===== src/rtl/dyn_link_coding_pkg.sv =====
`default_nettype none
// ============================================================================
// Module      : dyn_link_coding_pkg
// Description : Shared definitions for the dynamic_node link coding blocks.
//               Holds the coder mode encodings, the default width of the
//               inversion statistics counter and a helper that sizes a
//               popcount result for a given bus width.
// Revision    : 1.0 - initial release
// ============================================================================
package dyn_link_coding_pkg;

    // Coder operating modes
    localparam int MODE_ENCODE = 0;
    localparam int MODE_DECODE = 1;

    // Default width of the saturating inversion counter
    localparam int DEFAULT_CNT_W = 16;

    // Number of bits needed to hold a count of 0..width set bits
    function automatic int popcount_width(input int width);
        return $clog2(width + 1);
    endfunction

endpackage : dyn_link_coding_pkg
`default_nettype wire


===== src/rtl/link_popcount.sv =====
`default_nettype none
// ============================================================================
// Module      : link_popcount
// Description : Combinational population count built as a balanced binary
//               adder tree. The input is padded with zeros up to the next
//               power of two so every tree level is uniform.
// Ports       : data  [WIDTH-1:0]                    word to count
//               count [popcount_width(WIDTH)-1:0]    number of set bits
// Revision    : 1.0 - initial release
// ============================================================================
module link_popcount
    import dyn_link_coding_pkg::*;
#(
    parameter int WIDTH = 64
) (
    input  logic [WIDTH-1:0]                 data,
    output logic [popcount_width(WIDTH)-1:0] count
);

    localparam int c_cw     = popcount_width(WIDTH);
    localparam int c_levels = $clog2(WIDTH);
    localparam int c_leaves = 1 << c_levels;

    // Heap-ordered tree: node n sums nodes 2n and 2n+1, leaves sit at
    // indices c_leaves..2*c_leaves-1, the root is node 1. Every node uses
    // the full result width; no partial sum can exceed WIDTH.
    logic [c_cw-1:0] w_node [1:2*c_leaves-1];

    generate
        for (genvar k = 0; k < c_leaves; k++) begin : g_leaf
            if (k < WIDTH) begin : g_bit
                assign w_node[c_leaves+k] = {{(c_cw-1){1'b0}}, data[k]};
            end else begin : g_pad
                assign w_node[c_leaves+k] = '0;
            end
        end

        for (genvar n = 1; n < c_leaves; n++) begin : g_sum
            assign w_node[n] = w_node[2*n] + w_node[2*n+1];
        end
    endgenerate

    assign count = w_node[1];

endmodule : link_popcount
`default_nettype wire


===== src/rtl/bus_invert_link_coder.sv =====
`default_nettype none
// ============================================================================
// Module      : bus_invert_link_coder
// Description : Registered, valid/ready flow-controlled bus-invert coder for
//               dynamic_node link wires.
//               MODE=0 (encode): a flit is inverted only when that lowers the
//               number of wire transitions against the word last driven; the
//               choice is reported on out_inv.
//               MODE=1 (decode): the original flit is restored from the link
//               data and its invert flag.
//               Single output register stage, 1-cycle latency, full
//               throughput while out_rdy is high.
// Ports       : clk, reset         clock, synchronous active-high reset
//               in_data/in_inv     incoming flit and link invert flag
//                                  (in_inv used in decode mode only)
//               in_val/in_rdy      input handshake
//               out_data/out_inv   registered coded/restored flit and flag
//               out_val/out_rdy    output handshake
//               inv_count          saturating count of inverted flits
// Revision    : 1.0 - initial release
// ============================================================================
module bus_invert_link_coder
    import dyn_link_coding_pkg::*;
#(
    parameter int WIDTH  = 64,
    parameter int MODE   = MODE_ENCODE,
    parameter int THRESH = WIDTH / 2,
    parameter int CNT_W  = DEFAULT_CNT_W
) (
    input  logic             clk,
    input  logic             reset,
    input  logic [WIDTH-1:0] in_data,
    input  logic             in_inv,
    input  logic             in_val,
    output logic             in_rdy,
    output logic [WIDTH-1:0] out_data,
    output logic             out_inv,
    output logic             out_val,
    input  logic             out_rdy,
    output logic [CNT_W-1:0] inv_count
);

    logic [WIDTH-1:0] r_out_data;
    logic             r_out_inv;
    logic             r_out_val;
    logic [CNT_W-1:0] r_inv_count;

    logic             w_accept;
    logic             w_inv;
    logic [WIDTH-1:0] w_coded;

    // The output register can take a new flit when it is empty or is being
    // drained on this same edge.
    assign in_rdy   = ~r_out_val | out_rdy;
    assign w_accept = in_val & in_rdy;

    generate
        if (MODE == MODE_ENCODE) begin : g_encode
            localparam int c_cw = popcount_width(WIDTH);
            // A threshold at or above WIDTH can never be exceeded, so clamp
            // it to WIDTH to keep it representable in the distance width.
            localparam logic [c_cw-1:0] c_thresh =
                (THRESH >= WIDTH) ? c_cw'(WIDTH) : c_cw'(THRESH);

            logic [WIDTH-1:0] r_prev_wire;
            logic [WIDTH-1:0] w_diff;
            logic [c_cw-1:0]  w_dist;
            logic             w_unused_inv;

            // The link flag is only meaningful to a decoder.
            assign w_unused_inv = in_inv;

            assign w_diff = in_data ^ r_prev_wire;

            link_popcount #(
                .WIDTH (WIDTH)
            ) u_popcount (
                .data  (w_diff),
                .count (w_dist)
            );

            // A tie (distance == threshold) is sent as-is.
            assign w_inv   = (w_dist > c_thresh);
            assign w_coded = w_inv ? ~in_data : in_data;

            // Last value placed on the wire; only moves on an accepted flit,
            // so a drained or stalled output keeps the reference stable.
            always_ff @(posedge clk) begin
                if (reset) begin
                    r_prev_wire <= '0;
                end else if (w_accept) begin
                    r_prev_wire <= w_coded;
                end
            end
        end else begin : g_decode
            assign w_inv   = in_inv;
            assign w_coded = in_data ^ {WIDTH{in_inv}};
        end
    endgenerate

    always_ff @(posedge clk) begin
        if (reset) begin
            r_out_data  <= '0;
            r_out_inv   <= 1'b0;
            r_out_val   <= 1'b0;
            r_inv_count <= '0;
        end else begin
            if (w_accept) begin
                r_out_data <= w_coded;
                r_out_inv  <= w_inv;
                r_out_val  <= 1'b1;
            end else if (out_rdy) begin
                // Drained with nothing new: data and flag stay on the wire.
                r_out_val  <= 1'b0;
            end

            if (w_accept && w_inv && (r_inv_count != {CNT_W{1'b1}})) begin
                r_inv_count <= r_inv_count + CNT_W'(1);
            end
        end
    end

    assign out_data  = r_out_data;
    assign out_inv   = r_out_inv;
    assign out_val   = r_out_val;
    assign inv_count = r_inv_count;

endmodule : bus_invert_link_coder
`default_nettype wire

===== config.mk =====
export PLATFORM = sky130hd
export DESIGN_NAME = bus_invert_link_coder
export DESIGN_NICKNAME = d
export VERILOG_FILES = /design/src/rtl/dyn_link_coding_pkg.sv /design/src/rtl/link_popcount.sv /design/src/rtl/bus_invert_link_coder.sv
export SDC_FILE = /design/constraint.sdc
export NUM_CORES = 1
export LEC_CHECK = 0
export CAP_MARGIN = 10
export CORE_MARGIN = 2
export CORE_UTILIZATION = 35
export CTS_BUF_LIST = sky130_fd_sc_hd__clkbuf_8 sky130_fd_sc_hd__clkbuf_16
export CTS_CLUSTER_DIAMETER = 30
export DETAILED_ROUTE_END_ITERATION = 8
export HOLD_SLACK_MARGIN = 0.1
export PLACE_DENSITY = 0.66
export SYNTH_ARGS = -nofsm -noshare
export SYNTH_HDL_FRONTEND = slang
export SYNTH_SLANG_ARGS = --single-unit

===== constraint.sdc =====
create_clock -name clk -period 12 [get_ports clk]
set_input_delay 3 -clock clk [delete_from_list [all_inputs] [get_ports clk]]
set_output_delay 3 -clock clk [all_outputs]
set_load 0.02 [all_outputs]

==> run_results.csv, run 1 <==
group,metric,value,unit
hold_path,min_from,"inv_count[9]",
hold_path,worstHoldPathType,"reg -> reg",
global_route,grt_start_max_net_pins,41,
detailed_routing,vias,4299,
worst_setup_path,r2r-start,"out_data[29]",
timing,fin_crit_sh,0.895,
yosys,synth_flop_cell,"dfxtp_1",
worst_setup_path,critical-path-max-stage-delay,680,ps
clock_tree,cts_sinks,82,
detailed_routing,firstDrtPassIters,4,
timing,finalClockSkew,8.65,ps
worst_setup_path,crit_chain,"clkdlybuf4s50_1 -> xor2_1 -> fa_1 -> fa_1 -> fa_1 -> inv_1 -> fa_1 -> fa_1 -> inv_1 -> fa_1 -> inv_1 -> fa_1 -> fa_1 -> inv_1 -> ha_1 -> fa_1 -> and3_1 -> or3_1 -> a221oi_2 -> o31a_2 -> buf_12 -> xnor2_1 -> a22o_1",
yosys,avgSynthCellArea,10.8,µm²
worst_setup_path,crit_slowest_cell,"o31a_2",
layout,drive_above_1_share,0.0463,
worst_setup_path,path_class,"in -> reg",
timing,setup_viol,0,
timing,timing.fmax,0.0931,GHz
yosys,synth_warnings,0,
worst_setup_path,cp-start-kind,"primary input",
placement,port_buffers,150,
worst_setup_path,cp-startpoint,"in_data[49]",
die,die_area,0.0171,mm²
layout,nFillCells,1433,
detailed_routing,antenna_left,0,
clock_tree,numCtsBuffers,9,
yosys,synth_edf_count,0,
die,die_y,131,µm
yosys,syn_inst,524,
clock_tree,clockBufferDepth,2,
job,cap_violations,0,
detailed_routing,viasPerCell,4.86,
clock_tree,clk_transition_reported_paths,70,ps
status,status,"completed",
placement,dpl.hpwl,10600,µm
die,rows,46,
worst_setup_path,r2r_cells,23,
placement,gp_congestion,0.789,
die,io_pins,152,
layout,num_antenna_cells,0,
timing,tns,0,ps
yosys,synth-seq-cells,82,
layout,finish.utilization,0.480,
layout,syn2layout_area_growth,34.7,%
timing,tightest_slew,923,ps
clock_tree,clockRootBuffer,"clkbuf_16",
timing,hold_ws,515,ps
die,coreArea,0.0158,mm²
clock_tree,cts_tree,"yes",
clock_tree,htreeDepth,3,
hold_path,hold_path_depth,2,
clock_tree,cts_hold_buf,0,
detailed_routing,first_iter_violations,136,
timing,relSlewSlack,0.383,
detailed_routing,drt_wl_total,14000,µm
die,initial_utilization,0.356,
timing,final-hold-violation-count,0,
placement,place_ws,868,ps
timing,rsz0062_at_grt,"false",
worst_setup_path,worstPathRequired,12230,ps
detailed_routing,routedWlPerCell,15.9,µm
worst_setup_path,arrival,10970,ps
clock_tree,insertion_delay,340,ps
layout,fin_nets,803,
timing,report.final.slew_viol_count,0,
worst_setup_path,cp-end-kind,"register",
yosys,yosysSeqAreaShare,0.291,
clock_tree,cts.repair.resized,0,
timing,setup_slack,1260,ps
yosys,synth.net_count,663,
die,die_w,131,µm
yosys,ys_types,44,
global_route,grt_pass1_vias,4493,
worst_setup_path,reg2reg_setup_slack,4040,ps
global_route,grt_antenna_before_repair,0,
global_route,grt_overflow_total,0,
worst_setup_path,crit_path_max_fanout,37,
yosys,synthArstFlopShare,0,
detailed_routing,drc,0,
timing,finalCriticalPeriod,10740,ps
clock_tree,post_cts_buffers,0,
yosys,synth.cell_area,0.00564,mm²
global_route,grt_pass1_wl,22500,µm
worst_setup_path,crit_top_cell,"fa_1",
global_route,grt_usage,0.169,
final timing paths:
| path | endpoint |
|---|---|
| setup / recovery | out_data[50] |
| hold / removal | inv_count[9] |
| setup reg to reg | out_data[50] |
| hold reg to reg | inv_count[9] |
flip-flops by register name, summed over array words and instances, names as in the netlist:
signal     cells
inv_count     16
out_data      64
out_val        1
out_inv        1
final cells by class:
type / instances / area (µm²) / share of cell area
Tap cell: 216 / 270 / 0.0356
Clock buffer: 9 / 225 / 0.0296
Inverter: 46 / 173 / 0.0227
Clock inverter: 7 / 70.1 / 0.00922
Sequential cell: 82 / 1640 / 0.216
Timing Repair Buffer: 155 / 1560 / 0.206
Multi-Input combinational cell: 370 / 3660 / 0.481
cell usage in the layout (no fill, tap or decap), drive strengths merged, types with 2 or more instances in the layout:
cell and n:
clkinvlp 3, nor3b 2, a22o 64, xnor2 93, nand4 4, buf 4
nor3 3, dfxtp 82, xor2 36, nand3 6, ha 16, or2 3
nand2 6, or3 7, and3 4, clkbuf 10, o31ai 10, inv 48
clkdlybuf4s50 150, mux2 2, nor2b 2, a211oi 2, nand2b 2, or4 9
o21ai 5, a21oi 16, a21o 2, nor2 10, fa 54
worst max-delay path: cells and delay by family:
family          cells  cell delay (ps)
simple gates        2              580
fa+ha+maj          10             4780
buf+inv             6             1070
compound gates      3             1190
xor+xnor            2              320
cell usage after synthesis, types with 2 or more instances:
cell type | n | area, µm²
nand3_1 | 6 | 30.0
fa_1 | 54 | 1080
buf_4 | 2 | 15.0
o21ai_0 | 5 | 25.0
a21o_1 | 2 | 15.0
nand4_1 | 4 | 25.0
buf_8 | 5 | 75.1
nor2b_1 | 2 | 12.5
clkbuf_1 | 16 | 60.1
a22o_1 | 64 | 561
ha_1 | 16 | 200
mux2_2 | 2 | 22.5
o31ai_1 | 10 | 75.1
nor3_1 | 3 | 15.0
or3_1 | 7 | 43.8
or4_1 | 9 | 67.6
nand2b_1 | 2 | 12.5
nand2_1 | 6 | 22.5
inv_1 | 46 | 173
xor2_1 | 36 | 315
nor3b_1 | 2 | 15.0
or2_2 | 3 | 18.8
and3_1 | 4 | 25.0
nor2_1 | 10 | 37.5
dfxtp_1 | 82 | 1640
xnor2_1 | 93 | 815
a21oi_1 | 16 | 80.1
layer usage:
metal / track usage / part of all wire
met5: 0 / 0
met2: 0.282 / 0.48
met4: 0.0444 / 0.0090
met1: 0.221 / 0.46
met3: 0.0411 / 0.051
stage by stage:
step	cells	instance area, µm²
after floorplan	524	5640
after global placement	868	7300
after detailed placement	868	7300
after CTS	884	7590
after global routing	885	7600
final	885	7600
cells by family (layout without fill, tap and decap cells):
family                   count (synthesis)  in the layout  share of synthesized area
XOR/XNOR                               129            129                      0.200
AO/OA/AOI/OAI                          107            107                      0.151
flip-flops                              82             82                      0.291
buffers and inverters                   72            217                     0.0637
adder cells (fa/ha/maj)                 70             70                      0.227
AND/OR/NAND/NOR                         61             61                     0.0612
multiplexers                             3              3                    0.00577
Power of run 1 is left out: the tool's default activity adds up to more than one toggle a clock period on the data nets, which glitch-free logic cannot reach.
==> inputs of run 2 (changes only) <==
--- a/config.mk
+++ b/config.mk
@@ -11,6 +11,7 @@
 export CTS_BUF_LIST = sky130_fd_sc_hd__clkbuf_8 sky130_fd_sc_hd__clkbuf_16
 export CTS_CLUSTER_DIAMETER = 30
 export DETAILED_ROUTE_END_ITERATION = 8
+export GPL_ROUTABILITY_DRIVEN = 1
 export HOLD_SLACK_MARGIN = 0.1
 export PLACE_DENSITY = 0.66
 export SYNTH_ARGS = -nofsm -noshare
==> results of run 2 <==
Same layout as run 1: the final DEF is identical, and so are final timing and power.
Power of run 2 is left out for the same reason.
==> inputs of run 3 (changes only) <==
--- a/config.mk
+++ b/config.mk
@@ -13,7 +13,7 @@
 export DETAILED_ROUTE_END_ITERATION = 8
 export GPL_ROUTABILITY_DRIVEN = 1
 export HOLD_SLACK_MARGIN = 0.1
-export PLACE_DENSITY = 0.66
+export PLACE_DENSITY = 0.63
 export SYNTH_ARGS = -nofsm -noshare
 export SYNTH_HDL_FRONTEND = slang
 export SYNTH_SLANG_ARGS = --single-unit
==> run_results.csv, run 3 (synthesis gave the netlist of run 1 again) <==
group,metric,value,unit
layout,layout_common_cells,"clkdlybuf4s50_1 (150), xnor2_1 (93), dfxtp_1 (82)",
die,coreArea,0.0158,mm²
worst_setup_path,cp.buffers_inverters,7,
layout,largest_reg_flops,64,
placement,gp_congestion,0.778,
detailed_routing,vias,4278,
clock_tree,clk_transition_reported_paths,60,ps
timing,timing.fmax,0.0964,GHz
job,cap_violations,0,
worst_setup_path,crit_chain,"clkdlybuf4s50_1 -> xnor2_1 -> fa_1 -> inv_1 -> fa_1 -> inv_1 -> fa_1 -> fa_1 -> inv_1 -> fa_1 -> fa_1 -> inv_1 -> fa_1 -> fa_1 -> inv_1 -> ha_1 -> fa_1 -> and3_1 -> or3_1 -> a221oi_2 -> o31a_2 -> buf_12 -> xnor2_1 -> a22o_1",
clock_tree,clockRootBuffer,"clkbuf_16",
die,initial_utilization,0.356,
layout,drive_above_1_share,0.0463,
clock_tree,htreeDepth,3,
clock_tree,cts_tree,"yes",
worst_setup_path,cp_top_family,"adder cells",
die,rows,46,
worst_setup_path,crit_top_cell,"fa_1",
timing,fin_crit_sh,0.864,
detailed_routing,firstDrtPassIters,6,
layout,num_antenna_cells,0,
worst_setup_path,path_class,"in -> reg",
timing,tightest_slew,850,ps
die,io_pins,152,
worst_setup_path,cp-end-kind,"register",
clock_tree,clockBufferDepth,2,
global_route,grt_overflow_total,0,
clock_tree,insertion_delay,350,ps
detailed_routing,first_iter_violations,115,
timing,final-hold-violation-count,0,
die,die_area,0.0171,mm²
clock_tree,post_cts_buffers,0,
global_route,grt_pass1_vias,4462,
detailed_routing,antenna_left,0,
clock_tree,cts_hold_buf,0,
die,die_y,131,µm
global_route,grt_usage,0.167,
detailed_routing,drc,0,
worst_setup_path,crit_path_max_fanout,59,
worst_setup_path,critical-path-max-stage-delay,550,ps
hold_path,worstHoldPathType,"reg -> reg",
timing,finalClockSkew,8.45,ps
worst_setup_path,crit_slowest_cell,"fa_1",
die,die_w,131,µm
worst_setup_path,arrival,10610,ps
placement,port_buffers,150,
global_route,grt_pass1_wl,22100,µm
global_route,grt_start_max_net_pins,60,
timing,relSlewSlack,0.432,
detailed_routing,drt_wl_total,13900,µm
timing,setup_viol,0,
layout,layout_commonest_cell,"clkdlybuf4s50_1",
timing,report.final.slew_viol_count,0,
timing,rsz0062_at_grt,"false",
placement,dpl.hpwl,10400,µm
worst_setup_path,worstPathRequired,12240,ps
detailed_routing,routedWlPerCell,15.7,µm
clock_tree,cts.repair.resized,0,
detailed_routing,viasPerCell,4.83,
timing,tns,0,ps
clock_tree,numCtsBuffers,9,
layout,fin_nets,803,
layout,syn2layout_area_growth,34.5,%
status,status,"completed",
global_route,grt_antenna_before_repair,0,
layout,nFillCells,1459,
worst_setup_path,cp-start-kind,"primary input",
clock_tree,cts_sinks,82,
timing,finalCriticalPeriod,10370,ps
## run 3: tightest hold or removal path, cell delays in order (launching register included)
cell,delay [ps]
dfxtp_1,330
mux2i_1,70
nor2_1,70
## run 3: path summary, 6_finish.rpt
check,end,slack (ps),start,cells after the start
worst max-delay path,out_data[37],1630,in_data[29],24
worst min-delay path,out_inv,500,out_inv,2
worst max register to register,out_data[37],4420,out_data[29],23
worst min register to register,out_inv,500,out_inv,2
## run 3: layer usage
metal / vias to the layer above / track usage / part of all wire
li1: 2065 / - / -
met5: - / 0 / 0
met1: 2091 / 0.218 / 0.45
met3: 19 / 0.0354 / 0.049
met4: 0 / 0.0676 / 0.022
met2: 103 / 0.270 / 0.48
## run 3: metrics by stage
stage | hold slack, ps | setup slack [ps] | cell area, µm² | util | instances
after floorplan | 557 | 2180 | 5640 | - | 524
after global placement | 476 | 1350 | 7280 | 0.460 | 868
after detailed placement | 501 | 1260 | 7280 | 0.460 | 868
after CTS | 512 | 1610 | 7580 | 0.479 | 884
after global routing | 539 | 1350 | 7590 | 0.479 | 885
final | 500 | 1630 | 7590 | 0.479 | 885
## run 3: cell type report
cell class | instances | area [µm²] | area share
Timing Repair Buffer | 155 | 1550 | 0.204
Clock buffer | 10 | 239 | 0.0315
Inverter | 46 | 173 | 0.0228
Tap cell | 216 | 270 | 0.0356
Sequential cell | 82 | 1640 | 0.216
Clock inverter | 6 | 57.6 | 0.00759
Multi-Input combinational cell | 370 | 3660 | 0.482
Power of run 3 is left out for the same reason.
